$ cat src/rtl/fifo_reader_pkg.sv
// Shared definitions for the FIFO burst reader: FSM state encoding and
// the default widths/depth used by the interface and the top level.
package fifo_reader_pkg;

    localparam int DEFAULT_DATA_WIDTH = 32;
    localparam int DEFAULT_LEN_WIDTH  = 16;
    localparam int DEFAULT_BUF_DEPTH  = 4;

    typedef enum logic [1:0] {
        IDLE  = 2'd0,
        FETCH = 2'd1,
        DRAIN = 2'd2,
        DONE  = 2'd3
    } reader_state_t;

endpackage

$ cat src/rtl/fifo_burst_reader_if.sv
// Bundle of the command, FIFO-pull and downstream stream signals of the
// burst reader. The reader side uses the master modport; whatever drives
// commands, models the FIFO and consumes the stream uses the slave modport.
interface fifo_burst_reader_if #(
    parameter int DATA_WIDTH = fifo_reader_pkg::DEFAULT_DATA_WIDTH,
    parameter int LEN_WIDTH  = fifo_reader_pkg::DEFAULT_LEN_WIDTH
);

    logic [LEN_WIDTH-1:0]  cmd_len_i;
    logic                  cmd_valid_i;
    logic                  cmd_ready_o;
    logic                  fifo_req_o;
    logic [DATA_WIDTH-1:0] fifo_data_i;
    logic                  fifo_valid_i;
    logic [DATA_WIDTH-1:0] data_o;
    logic                  data_o_valid;
    logic                  data_o_ready;
    logic                  data_o_last;
    logic                  done_o;
    logic                  err_o;

    modport master (
        input  cmd_len_i, cmd_valid_i, fifo_data_i, fifo_valid_i, data_o_ready,
        output cmd_ready_o, fifo_req_o, data_o, data_o_valid, data_o_last,
               done_o, err_o
    );

    modport slave (
        output cmd_len_i, cmd_valid_i, fifo_data_i, fifo_valid_i, data_o_ready,
        input  cmd_ready_o, fifo_req_o, data_o, data_o_valid, data_o_last,
               done_o, err_o
    );

endinterface

$ cat src/rtl/reader_skid_buf.sv
// Small circular skid buffer that absorbs words returning from the FIFO.
// The head entry is always visible so the stream output holds steady while
// the consumer stalls. The caller never pushes when full or pops when empty.
module reader_skid_buf #(
    parameter int DATA_WIDTH = 32,
    parameter int DEPTH      = 4
) (
    input  logic                      clk,
    input  logic                      reset_i,
    input  logic                      push,
    input  logic [DATA_WIDTH-1:0]     push_data,
    input  logic                      pop,
    output logic [$clog2(DEPTH):0]    occupancy,
    output logic [DATA_WIDTH-1:0]     head_data
);

    localparam int PTR_W = $clog2(DEPTH);
    localparam int OCC_W = PTR_W + 1;

    logic [DATA_WIDTH-1:0] mem [DEPTH];
    logic [PTR_W-1:0]      head;
    logic [PTR_W-1:0]      tail;
    logic [OCC_W-1:0]      count;

    // Storage array: write the incoming word at the tail slot.
    always_ff @(posedge clk or posedge reset_i) begin
        if (reset_i) begin
            for (int i = 0; i < DEPTH; i++) begin
                mem[i] <= '0;
            end
        end else if (push) begin
            mem[tail] <= push_data;
        end
    end

    // Pointers wrap naturally because DEPTH is a power of two.
    always_ff @(posedge clk or posedge reset_i) begin
        if (reset_i) begin
            head <= '0;
            tail <= '0;
        end else begin
            if (push) begin
                tail <= tail + PTR_W'(1);
            end
            if (pop) begin
                head <= head + PTR_W'(1);
            end
        end
    end

    // Occupancy tracks push/pop; a simultaneous push and pop cancel out.
    always_ff @(posedge clk or posedge reset_i) begin
        if (reset_i) begin
            count <= '0;
        end else begin
            case ({push, pop})
                2'b10:   count <= count + OCC_W'(1);
                2'b01:   count <= count - OCC_W'(1);
                default: count <= count;
            endcase
        end
    end

    assign occupancy = count;
    assign head_data = mem[head];

endmodule

$ cat src/rtl/fifo_burst_reader.sv
// Burst reader: accepts a word-count command, pulls exactly that many words
// from a one-cycle-latency FIFO without ever overrunning its skid buffer,
// and streams them downstream with a last marker and a completion pulse.
module fifo_burst_reader
    import fifo_reader_pkg::*;
#(
    parameter int DATA_WIDTH = DEFAULT_DATA_WIDTH,
    parameter int LEN_WIDTH  = DEFAULT_LEN_WIDTH,
    parameter int BUF_DEPTH  = DEFAULT_BUF_DEPTH
) (
    input  logic                clk,
    input  logic                reset_i,
    fifo_burst_reader_if.master bus
);

    localparam int OCC_W = $clog2(BUF_DEPTH) + 1;
    localparam logic [OCC_W-1:0] DEPTH_L = OCC_W'(BUF_DEPTH);

    reader_state_t state;
    reader_state_t state_next;

    logic [LEN_WIDTH-1:0]  len_q;
    logic [LEN_WIDTH-1:0]  received;
    logic [LEN_WIDTH-1:0]  sent;
    logic [LEN_WIDTH-1:0]  remaining;
    logic [LEN_WIDTH-1:0]  last_index;
    logic [OCC_W-1:0]      occupancy;
    logic [OCC_W-1:0]      free;
    logic [DATA_WIDTH-1:0] head_data;
    logic req_q;
    logic err_q;
    logic in_fetch;
    logic full;
    logic push;
    logic pop;
    logic data_valid;
    logic fifo_req;
    logic accept;
    logic fetch_complete;
    logic cmd_ready;
    logic done;

    // The request rule counts the possibly-in-flight request (req_q) against
    // both the words still owed and the free buffer slots, so a grant can
    // never over-fetch or overflow even though it is only seen a cycle later.
    assign in_fetch       = (state == FETCH);
    assign remaining      = len_q - received;
    assign free           = DEPTH_L - occupancy;
    assign full           = (occupancy == DEPTH_L);
    assign fifo_req       = in_fetch && (remaining > LEN_WIDTH'(req_q))
                                     && (free > OCC_W'(req_q));
    assign push           = bus.fifo_valid_i && in_fetch && !full;
    assign data_valid     = (occupancy != '0);
    assign pop            = data_valid && bus.data_o_ready;
    assign last_index     = len_q - LEN_WIDTH'(1);
    assign accept         = cmd_ready && bus.cmd_valid_i;
    assign fetch_complete = ((received + LEN_WIDTH'(bus.fifo_valid_i)) == len_q);

    reader_skid_buf #(
        .DATA_WIDTH (DATA_WIDTH),
        .DEPTH      (BUF_DEPTH)
    ) u_skid (
        .clk       (clk),
        .reset_i   (reset_i),
        .push      (push),
        .push_data (bus.fifo_data_i),
        .pop       (pop),
        .occupancy (occupancy),
        .head_data (head_data)
    );

    // State register.
    always_ff @(posedge clk or posedge reset_i) begin
        if (reset_i) begin
            state <= IDLE;
        end else begin
            state <= state_next;
        end
    end

    // Next-state and state-decoded outputs.
    always_comb begin
        state_next = state;
        cmd_ready  = 1'b0;
        done       = 1'b0;
        case (state)
            IDLE: begin
                cmd_ready = 1'b1;
                if (bus.cmd_valid_i) begin
                    state_next = (bus.cmd_len_i == '0) ? DONE : FETCH;
                end
            end
            FETCH: begin
                if (fetch_complete) begin
                    state_next = DRAIN;
                end
            end
            DRAIN: begin
                if (pop && (sent == last_index)) begin
                    state_next = DONE;
                end
            end
            DONE: begin
                done       = 1'b1;
                state_next = IDLE;
            end
            default: state_next = IDLE;
        endcase
    end

    // Burst length and progress counters, cleared on every accepted command.
    always_ff @(posedge clk or posedge reset_i) begin
        if (reset_i) begin
            len_q    <= '0;
            received <= '0;
            sent     <= '0;
        end else if (accept) begin
            len_q    <= bus.cmd_len_i;
            received <= '0;
            sent     <= '0;
        end else begin
            if (in_fetch && bus.fifo_valid_i) begin
                received <= received + LEN_WIDTH'(1);
            end
            if (pop) begin
                sent <= sent + LEN_WIDTH'(1);
            end
        end
    end

    // Remember last cycle's request and latch protocol errors until reset.
    always_ff @(posedge clk or posedge reset_i) begin
        if (reset_i) begin
            req_q <= 1'b0;
            err_q <= 1'b0;
        end else begin
            req_q <= fifo_req;
            if (bus.fifo_valid_i && (!in_fetch || full)) begin
                err_q <= 1'b1;
            end
        end
    end

    assign bus.cmd_ready_o  = cmd_ready;
    assign bus.fifo_req_o   = fifo_req;
    assign bus.data_o       = head_data;
    assign bus.data_o_valid = data_valid;
    assign bus.data_o_last  = data_valid && (sent == last_index);
    assign bus.done_o       = done;
    assign bus.err_o        = err_q;

endmodule

$ cat src/flat_wrapper.sv
// flat-port wrapper written by rule: the top's interface ports become plain ports
module fifo_burst_reader_flat import fifo_reader_pkg::*;
#(
    parameter int DATA_WIDTH = DEFAULT_DATA_WIDTH,
    parameter int LEN_WIDTH  = DEFAULT_LEN_WIDTH,
    parameter int BUF_DEPTH  = DEFAULT_BUF_DEPTH
)
  (clk, reset_i, bus_cmd_len_i, bus_cmd_valid_i, bus_fifo_data_i, bus_fifo_valid_i, bus_data_o_ready, bus_cmd_ready_o, bus_fifo_req_o, bus_data_o, bus_data_o_valid, bus_data_o_last, bus_done_o, bus_err_o);
  fifo_burst_reader_if #(.DATA_WIDTH(DATA_WIDTH), .LEN_WIDTH(LEN_WIDTH)) bus_i ();
  input  logic clk;
  input  logic reset_i;
  input wire logic [$bits(bus_i.cmd_len_i)-1:0] bus_cmd_len_i;
  input wire logic [$bits(bus_i.cmd_valid_i)-1:0] bus_cmd_valid_i;
  input wire logic [$bits(bus_i.fifo_data_i)-1:0] bus_fifo_data_i;
  input wire logic [$bits(bus_i.fifo_valid_i)-1:0] bus_fifo_valid_i;
  input wire logic [$bits(bus_i.data_o_ready)-1:0] bus_data_o_ready;
  output wire logic [$bits(bus_i.cmd_ready_o)-1:0] bus_cmd_ready_o;
  output wire logic [$bits(bus_i.fifo_req_o)-1:0] bus_fifo_req_o;
  output wire logic [$bits(bus_i.data_o)-1:0] bus_data_o;
  output wire logic [$bits(bus_i.data_o_valid)-1:0] bus_data_o_valid;
  output wire logic [$bits(bus_i.data_o_last)-1:0] bus_data_o_last;
  output wire logic [$bits(bus_i.done_o)-1:0] bus_done_o;
  output wire logic [$bits(bus_i.err_o)-1:0] bus_err_o;
  assign bus_i.cmd_len_i = bus_cmd_len_i;
  assign bus_i.cmd_valid_i = bus_cmd_valid_i;
  assign bus_i.fifo_data_i = bus_fifo_data_i;
  assign bus_i.fifo_valid_i = bus_fifo_valid_i;
  assign bus_i.data_o_ready = bus_data_o_ready;
  assign bus_cmd_ready_o = bus_i.cmd_ready_o;
  assign bus_fifo_req_o = bus_i.fifo_req_o;
  assign bus_data_o = bus_i.data_o;
  assign bus_data_o_valid = bus_i.data_o_valid;
  assign bus_data_o_last = bus_i.data_o_last;
  assign bus_done_o = bus_i.done_o;
  assign bus_err_o = bus_i.err_o;
  fifo_burst_reader #(.DATA_WIDTH(DATA_WIDTH), .LEN_WIDTH(LEN_WIDTH), .BUF_DEPTH(BUF_DEPTH)) u_core (.clk(clk), .reset_i(reset_i), .bus(bus_i));
endmodule
$ cat config.mk
export PLATFORM = sky130hd
export DESIGN_NAME = fifo_burst_reader_flat
export DESIGN_NICKNAME = d
export VERILOG_FILES = /design/src/rtl/fifo_reader_pkg.sv /design/src/rtl/fifo_burst_reader_if.sv /design/src/rtl/reader_skid_buf.sv /design/src/rtl/fifo_burst_reader.sv /design/src/flat_wrapper.sv
export SDC_FILE = /design/constraint.sdc
export NUM_CORES = 1
export LEC_CHECK = 0
export ABC_AREA = 1
export BUFFER_PORTS_ARGS = -buffer_cell sky130_fd_sc_hd__buf_2
export CAP_MARGIN = 20
export CORE_ASPECT_RATIO = 0.7
export CORE_MARGIN = 4
export CORE_UTILIZATION = 60
export CTS_CLUSTER_SIZE = 10
export DETAILED_ROUTE_END_ITERATION = 10
export PLACE_DENSITY = 0.86
export SETUP_SLACK_MARGIN = 0.5
export SYNTH_ARGS = -nofsm -noshare
export SYNTH_HDL_FRONTEND = slang
export SYNTH_SLANG_ARGS = --single-unit
$ cat constraint.sdc
create_clock -name clk -period 7.8 [get_ports clk]
set_input_delay 0.39 -clock clk [delete_from_list [all_inputs] [get_ports clk]]
set_output_delay 0.39 -clock clk [all_outputs]
set_load 0.02 [all_outputs]
==> qor.csv, run 1 <==
metric;value;unit
vias in the first global route;9019;
Finished Cell Area;0.01180;mm^2
clock latency on the worst-skew pair;0.44;ns
chip height;118.6;um
syn_nets;1486;
Tot Pwr;5.007;mW
clock-pin slew on the worst setup and hold paths;0.08;ns
Seq/Total Area, Yosys;44.64;%
TritonCTS Sinks;187;
most frequent cells in the layout;nand2_1, o21ai_0, dfrtp_1;
crit path time final;3.299;ns
Post-Route WL;27170;um
core region area;0.01717;mm^2
Worst path most repeated cell;nor2_1;
initial drt markers;1274;
crit path capture type;output port;
CTS Root Cell;clkbuf_16;
syn avg cell area;7.505;um^2
Pre-Repair DR Iteration Count;6;
count of cell types in the netlist;36;
initial antenna violation count;0;
Area growth, synth to finish;12.52;%
unrepaired setup endpoints after global routing;no;
Routed Antenna Nets;0;
Filler Cell Count;1371;
total CTS buffers;17;
Die X-Extent;166.0;um
layer with the highest usage;met1;
CP required;7.41;ns
Placed Area;0.01106;mm^2
CTS HTree Levels;4;
critical path arrival;2.91;ns
Clock Path Buffers;2;
Diodes inserted;0;
Worst-Margin Slew;1.107;ns
final net count;1552;
CP peak stage delay;0.53;ns
Worst setup SP type;flip-flop;
Yosys reg bits;187;
# setup viols final;0;
worst hold path type;primary input to flip-flop;
layout cells sized above 1;11.38;%
Synth warnings;0;
Leak;5.948;nW
grt ovf;0;
Buffers on Ports;90;
GR Util met2;39.73;%
routed vias/inst;5.729;
Die ar.;0.01969;mm^2
Max Cap Viol;0;
most common cell after layout, fill and taps aside;nand2_1;
WL/cell;15.92;um
kind of critical path;flip-flop to output port;
Gate Count Post-Synth;1397;
Max-slew headroom;26.10;%
Initial Utilization;61.07;%
CP Buf/Inv Count;3;
largest net degree at the start of global routing;117;
status;completed;
Max VDD drop;0.0002469;V
cell family with most CP delay;simple AND/OR/NAND/NOR gates;
final hold viol count;0;
TNS Setup;0;ns
fmax;303.1;MHz
Row Count;40;
highest fanout seen on the critical path;7;
Post-DP HPWL;17890;um
Placer Congestion;0.9674;
Residual DRC;0;
clk_skew;0.01066;ns
worst path cell trace;inv_1 -> ha_1 -> a21oi_1 -> nor2_1 -> nor2_1 -> nand2_1 -> xor2_1 -> nand4_1 -> nor2_1 -> nand3_1 -> nand2_1 -> inv_1 -> buf_2;
met1 Use GR;42.06;%
Max Slew Vio Count;0;
fin crit share;42.29;%
slowest cell on the critical path;dfrtp_1;
CTS tree;done;
M3 GR Usage;5.349;%
mapped cell area;0.01048;mm^2
DR vias;9780;
PD cells;424.5;mW/mm^2
gr usage total;27.51;%
global-route wire length before repair;44560;um
num ports;91;
cells by family after synthesis:
kind of cell / after synthesis / share of synthesized area [%]
flip-flops: 187 / 44.64
XOR/XNOR: 33 / 2.757
AO/OA/AOI/OAI: 322 / 16.12
buffers and inverters: 202 / 7.328
AND/OR/NAND/NOR: 617 / 24.72
adder cells (fa/ha/maj): 36 / 4.440
worst reg2reg max path, delay by kind of cell, from the launching register on:
kind	cells	cell delay, ns
flops	1	0.37
buf+inv	4	0.55
xor+xnor	1	0.15
fa+ha+maj	4	1.07
compound gates	2	0.29
simple gates	1	0.15
per-layer routing:
metal  vias up  part of all wire (%)
li1       4683                     -
met4         0                   2.0
met1      4561                    46
met3        56                   9.2
met2       480                    43
met5         -                     0
cells in the mapped netlist (all sizes together):
cell type  instances  area [um^2]
a211oi             1        7.510
a21oi             34        181.4
a31oi              4        25.02
and2               1        6.260
buf                4        25.02
clkbuf            50        187.7
dfrtp            187         4679
fa                 2        40.04
ha                34        425.4
inv              148        555.5
nand2            352         1349
nand3             50        260.3
nand3b             4        30.03
nand4             18        112.6
nor2             167        693.2
nor3              16        80.08
nor3b              3        22.52
nor4               3        18.77
o21a               1        7.510
o21ai            243         1216
o21bai             7        52.55
o22ai             32        200.2
or2                3        18.77
xnor2             10        87.58
xor2              23        201.4
where the power goes:
| part | switching, mW | internal, mW | total (mW) |
|---|---|---|---|
| combinational | 1.60 | 0.858 | 2.46 |
| sequential | 0.306 | 1.36 | 1.67 |
| clock | 0.409 | 0.472 | 0.881 |
| total | 2.31 | 2.69 | 5.01 |
metrics by stage:
stage | util (%) | hold slack, ns | instances | setup slack, ns
2_1_floorplan | - | 0.4465 | 1397 | 2.325
3_3_place_gp | 64.41 | 0.4422 | 1668 | 5.123
3_5_place_dp | 64.41 | 0.4446 | 1668 | 5.043
4_1_cts | 67.92 | 0.1959 | 1700 | 4.565
5_1_grt | 68.72 | 0.2042 | 1707 | 4.200
6_report | 68.72 | 0.1992 | 1707 | 4.501
final timing paths:
check / startpoint / endpoint / slack [ns] / cells after the start
max: u_core.received[5] / bus_fifo_req_o / 4.50 / 13
min: bus_cmd_len_i[4] / u_core.len_q[4] / 0.20 / 3
max reg2reg: u_core.u_skid.occupancy[0] / u_core.u_skid.occupancy[2] / 5.11 / 12
min reg2reg: u_core.bus.err_o / u_core.bus.err_o / 0.46 / 2
max in group asynchronous: reset_i / u_core.u_skid.head[0] / 5.69 / 5
min in group asynchronous: reset_i / u_core.state[1] / 0.45 / 3
sequential cells by signal, indices dropped and copies added, names as in the netlist:
name                     count
u_core.req_q                 1
u_core.u_skid.mem          128
u_core.u_skid.occupancy      3
u_core.u_skid.head           2
u_core.received             16
u_core.len_q                16
u_core.u_skid.tail           2
u_core.sent                 16
u_core.state                 2
u_core.bus.err_o             1
layout make-up:
cell class | count | area (um^2) | share of cell area (%)
Sequential cell | 187 | 4681 | 39.68
Multi-Input combinational cell | 1008 | 5046 | 42.78
Tap cell | 231 | 289.0 | 2.450
Timing Repair Buffer | 101 | 618.1 | 5.240
Clock buffer | 19 | 452.9 | 3.840
Inverter | 148 | 560.5 | 4.752
Clock inverter | 13 | 148.9 | 1.262
timing repair:
action / CTS / global route
hold endpoints to repair: 0 / 26
hold buffers: 0 / 1
resized for setup: 0 / 0
buffers inserted: 0 / 0
(Power assumes the default switching activity.)
==> run 2, diff against run 1 <==
ABC_AREA = 0   (was 1)
CORE_UTILIZATION = 54   (was 60)
PLACE_DENSITY = 0.82   (was 0.86)
clock period = 2.9 ns   (was 7.8 ns; I/O delays follow)
==> qor.csv, run 2 <==
metric;value;unit
chip height;122.2;um
Final Core Density;68.73;%
mapped cell area;0.01005;mm^2
final worst slack;-0.5628;ns
WHS Endpoint;u_core.len_q[7];
highest fanout seen on the critical path;2;
total CTS buffers;17;
Seq. cell area;0.004682;mm^2
fmax;288.8;MHz
Seq/Total Area, Yosys;46.54;%
Yosys top cell area share;46.54;%
worst reg-to-reg path cell count;11;
Gate Count Post-Synth;841;
Worst setup SP type;flip-flop;
core region area;0.01816;mm^2
final net count;1114;
TritonCTS Sinks;187;
r2r endpoint;u_core.state[1];
Initial Utilization;55.37;%
Yosys reg bits;187;
syn avg cell area;11.96;um^2
largest net degree at the start of global routing;72;
crit path capture type;output port;
Filler Cell Count;1236;
Max Cap Viol;0;
count of cell types in the netlist;61;
Worst-Margin Slew;0.8578;ns
CTS Root Cell;clkbuf_16;
Routed Antenna Nets;0;
syn_nets;930;
initial antenna violation count;0;
fin crit share;119.4;%
most frequent cells in the layout;dfrtp_1, mux2_2, buf_2;
Largest Register;u_core.u_skid.mem;
initial drt markers;586;
Max-slew headroom;42.28;%
status;complete, but fails checks;
Pre-Repair DR Iteration Count;5;
max FFs per register;128;
FF-to-FF setup slack;-0.01;ns
Die X-Extent;171.1;um
clock latency on the worst-skew pair;0.44;ns
Area growth, synth to finish;24.13;%
Post-DP HPWL;16720;um
most common cell after layout, fill and taps aside;dfrtp_1;
Diodes inserted;0;
Max Slew Vio Count;0;
Post-Route WL;25010;um
# setup viols final;3;
most frequent cell after synthesis;dfrtp_1;
layout cells sized above 1;39.50;%
final hold viol count;0;
Max VDD drop;0.0005575;V
worst hold path type;primary input to flip-flop;
Yosys top cell by area;dfrtp_1;
kind of critical path;flip-flop to output port;
PD cells;1107;mW/mm^2
CTS tree;done;
Placer Congestion;0.9671;
global-route wire length before repair;40260;um
Buffers on Ports;90;
routed vias/inst;5.914;
CTS HTree Levels;4;
Residual DRC;0;
predominant post-synthesis flop cell;dfrtp_1;
ranking of synthesized cells by area;dfrtp_1, mux2_2, mux4_2;
unrepaired setup endpoints after global routing;yes;
CP required;2.76;ns
Leak;5.483;nW
most frequent cells after synthesis;dfrtp_1, mux2_2, nor2_1, xnor2_1, nand2_1;
TNS Setup;-0.8041;ns
vias in the first global route;7747;
DR vias;7534;
Die ar.;0.02090;mm^2
area of the multi-input gates;0.005240;mm^2
Worst Hold Depth;3;
Place WS;-0.1535;ns
num ports;91;
grt ovf;0;
violated checks;setup timing;
clock-pin slew on the worst setup and hold paths;0.08;ns
Synth warnings;0;
crit path time final;3.463;ns
hold path startpoint;bus_cmd_len_i[7];
reg2reg start;u_core.len_q[0];
gr usage total;24.50;%
Post-synth EDFFs;0;
clk_skew;0.01579;ns
Row Count;41;
Worst Hold Slack;0.03131;ns
WL/cell;19.63;um
critical path arrival;3.32;ns
Clock Path Buffers;2;
Async S/R FF share, synth;100.0;%
run 2: changes by cell type after synthesis, sizes merged, moves of 30 or more:
cell | before | now
nor2 | 167 | 46
nand2 | 352 | 42
mux4 | 0 | 32
nand3 | 50 | 20
inv | 148 | 39
o22ai | 32 | 1
mux2 | 0 | 141
o21ai | 243 | 33
clkbuf | 50 | 20
xnor2 | 10 | 46
run 2: power by group:
group	internal (mW)	leakage (nW)	switching, mW
Combinational	3.42	2.86	3.54
Sequential	3.70	2.33	0.783
Clock	1.18	0.294	1.19
Total	8.30	5.48	5.51
run 2: final cells by class:
class	count	share of cell area (%)
clock buffer	17	3.409
clock inverter	15	1.524
inverter	39	1.203
multi-input combinational	575	41.99
sequential	187	37.51
tap	236	2.366
timing repair buffer	205	12.00
run 2: metrics by stage:
step | cells | total power [mW] | area (um^2)
2_1_floorplan | 841 | 9.050 | 10100
6_report | 1274 | 13.81 | 12480
3_3_place_gp | 1190 | 10.80 | 11200
3_5_place_dp | 1190 | 11.05 | 11200
5_1_grt | 1274 | 14.61 | 12480
4_1_cts | 1270 | 13.63 | 12350
run 2: metal layers:
layer  vias to the layer above  GRT usage (%)  share of wire [%]
met5                         -              0                  0
met4                         0          6.779                1.4
met3                        34          4.768                7.3
met2                       282          37.12                 46
met1                      3816          36.42                 46
li1                       3402              -                  -
run 2: logic make-up after synthesis:
kind of cell,after synthesis,share of synthesized area [%]
AOI/OAI and AO/OA,96,5.986
xor gates and xnor gates,80,6.969
adders and majority gates,36,4.629
buffers and inverters,79,3.086
DFF,187,46.54
muxes,176,23.26
and+or+nand+nor,187,9.532
run 2: critical path: stages (launching register included):
cell and delay, ns:
dfrtp_1 0.37, inv_2 0.05, ha_2 0.17, fa_1 0.51, o21ai_2 0.08, a221oi_2 0.17, o2111ai_1 0.17, nor4b_2 0.24
nand4_1 0.09, or4_1 0.49, nor4_2 0.19, a31oi_2 0.16, buf_2 0.20
run 2: what timing repair did:
action | 4_1_cts | 5_1_grt
pin swaps | 6 | 3
setup buffers | 2 | 4
hold endpoints to repair | 131 | 0
hold buffers | 46 | 0
gates resized for setup | 14 | 18
endpoints found under the setup margin | 13 | 16
run 2: worst max-delay path by stage:
stage | from | to | slack (ns) | depth (start not counted)
6_report | u_core.len_q[0] | bus_fifo_req_o | -0.56 | 12
3_3_place_gp | u_core.received[0] | bus_fifo_req_o | -0.08 | 11
3_5_place_dp | u_core.received[0] | bus_fifo_req_o | -0.15 | 11
4_1_cts | u_core.received[0] | bus_fifo_req_o | -0.55 | 11
5_1_grt | u_core.received[0] | bus_fifo_req_o | -0.69 | 11
2_1_floorplan | u_core.len_q[0] | u_core.req_q | 0.01 | 11
==> run 3, diff against run 2 <==
PLACE_DENSITY = 0.73   (was 0.82)
==> qor.csv, run 3 (synthesis gave the netlist of run 2 again) <==
metric;value;unit
# setup viols final;4;
CTS HTree Levels;4;
Worst setup SP type;flip-flop;
TritonCTS Sinks;187;
layout cells sized above 1;38.56;%
clk_skew;0.01866;ns
Sw Ratio;39.35;%
Pre-Repair DR Iteration Count;7;
kind of critical path;flip-flop to output port;
Finished Cell Area;0.01249;mm^2
Comb pwr share;49.6;%
routed vias/inst;5.663;
core region area;0.01816;mm^2
worst hold path type;primary input to flip-flop;
vias in the first global route;7213;
critical path arrival;3.23;ns
Routed Antenna Nets;0;
clock latency on the worst-skew pair;0.44;ns
Leak;5.499;nW
Die X-Extent;171.1;um
Place WS;-0.2301;ns
max FFs per register;128;
most common cell after layout, fill and taps aside;dfrtp_1;
Area growth, synth to finish;24.24;%
Seq. cell area;0.004683;mm^2
TNS Setup;-0.9990;ns
fin crit share;116.5;%
highest fanout seen on the critical path;2;
Tot Pwr;13.72;mW
sequential share of power;32.8;%
largest net degree at the start of global routing;43;
Filler Cell Count;1317;
global-route wire length before repair;38270;um
crit path capture type;output port;
Clock Power Share;17.6;%
PD cells;1098;mW/mm^2
crit path time final;3.377;ns
DR vias;7226;
Pint;8.320;mW
unrepaired setup endpoints after global routing;yes;
Max Cap Viol;0;
chip height;122.2;um
Post-Route WL;23750;um
Die ar.;0.02090;mm^2
Diodes inserted;0;
final hold viol count;0;
Post-DP HPWL;16330;um
Clock Path Buffers;2;
area of the multi-input gates;0.005180;mm^2
Largest Register;u_core.u_skid.mem;
final net count;1116;
Buffers on Ports;90;
final worst slack;-0.4774;ns
total CTS buffers;17;
gr usage total;23.39;%
Max VDD drop;0.0005462;V
fmax;296.1;MHz
Row Count;41;
initial antenna violation count;0;
Placed Area;0.01121;mm^2
clock-pin slew on the worst setup and hold paths;0.07;ns
Worst-Margin Slew;0.9354;ns
CTS tree;done;
grt ovf;0;
WL/cell;18.61;um
P_sw;5.397;mW
CTS Root Cell;clkbuf_16;
status;complete, but fails checks;
most frequent cells in the layout;dfrtp_1, mux2_2, buf_2;
Placer Congestion;0.8574;
Residual DRC;0;
initial drt markers;448;
CP required;2.76;ns
num ports;91;
Initial Utilization;55.37;%
Max-slew headroom;37.51;%
Worst Hold Slack;0.02827;ns
Max Slew Vio Count;0;
violated checks;setup timing;
## run 3: path summary, 6_finish.rpt
path	from	to	slack [ns]	cells after the start
min	bus_fifo_valid_i	u_core.bus.err_o	0.03	2
min in group asynchronous	reset_i	u_core.req_q	0.46	3
max	u_core.received[0]	bus_fifo_req_o	-0.48	11
max reg2reg	u_core.len_q[0]	u_core.state[1]	-0.07	10
max in group asynchronous	reset_i	u_core.u_skid.mem[116]	1.75	4
min reg2reg	u_core.bus.err_o	u_core.bus.err_o	0.48	1
## run 3: worst max-delay path, cell delays in order, from the launching register on
cell and delay (ns):
dfrtp_1 0.38, ha_2 0.20, fa_1 0.51, o21ai_2 0.08
a221oi_2 0.20, o2111ai_2 0.14, nor4b_2 0.23, nand4_1 0.11
or4_4 0.51, nor4_4 0.16, a31oi_2 0.12, buf_4 0.17
## run 3: what timing repair did
action,in CTS,in global routing
resized for setup,10,13
setup buffers,0,7
hold buffers,49,0
endpoints found under the hold margin,166,0
endpoints found under the setup margin,7,14
pin swaps,6,9
## run 3: power by group through the flow
stage               clock, mW  sequential [mW]  combinational [mW]
floorplan                   0             4.17                4.88
global placement            0             4.46                6.37
detailed placement          0             4.52                6.51
CTS                      2.45             4.48                6.70
global route             2.57             4.62                7.39
finish                   2.42             4.50                6.80
## run 3: routing by layer
layer	part of all wire (%)	vias up	GRT usage [%]
met4	1.2	0	6.086
met2	44	205	34.71
met3	5.5	34	5.028
met5	0	-	0
met1	49	3596	35.18
li1	-	3391	-
## run 3: area by class of cell
| cell class | count | area share (%) |
|---|---|---|
| inverters | 39 | 1.202 |
| repair buffers | 207 | 12.42 |
| well taps | 236 | 2.364 |
| clock inverters | 15 | 1.653 |
| clock buffers | 17 | 3.405 |
| multi-input cells | 575 | 41.47 |
| flip-flops and latches | 187 | 37.49 |
## run 3: metrics by stage
step | utilization (%) | std cells
2_1_floorplan | - | 841
3_3_place_gp | 61.75 | 1188
4_1_cts | 68.17 | 1269
3_5_place_dp | 61.75 | 1188
6_report | 68.79 | 1276
5_1_grt | 68.79 | 1276
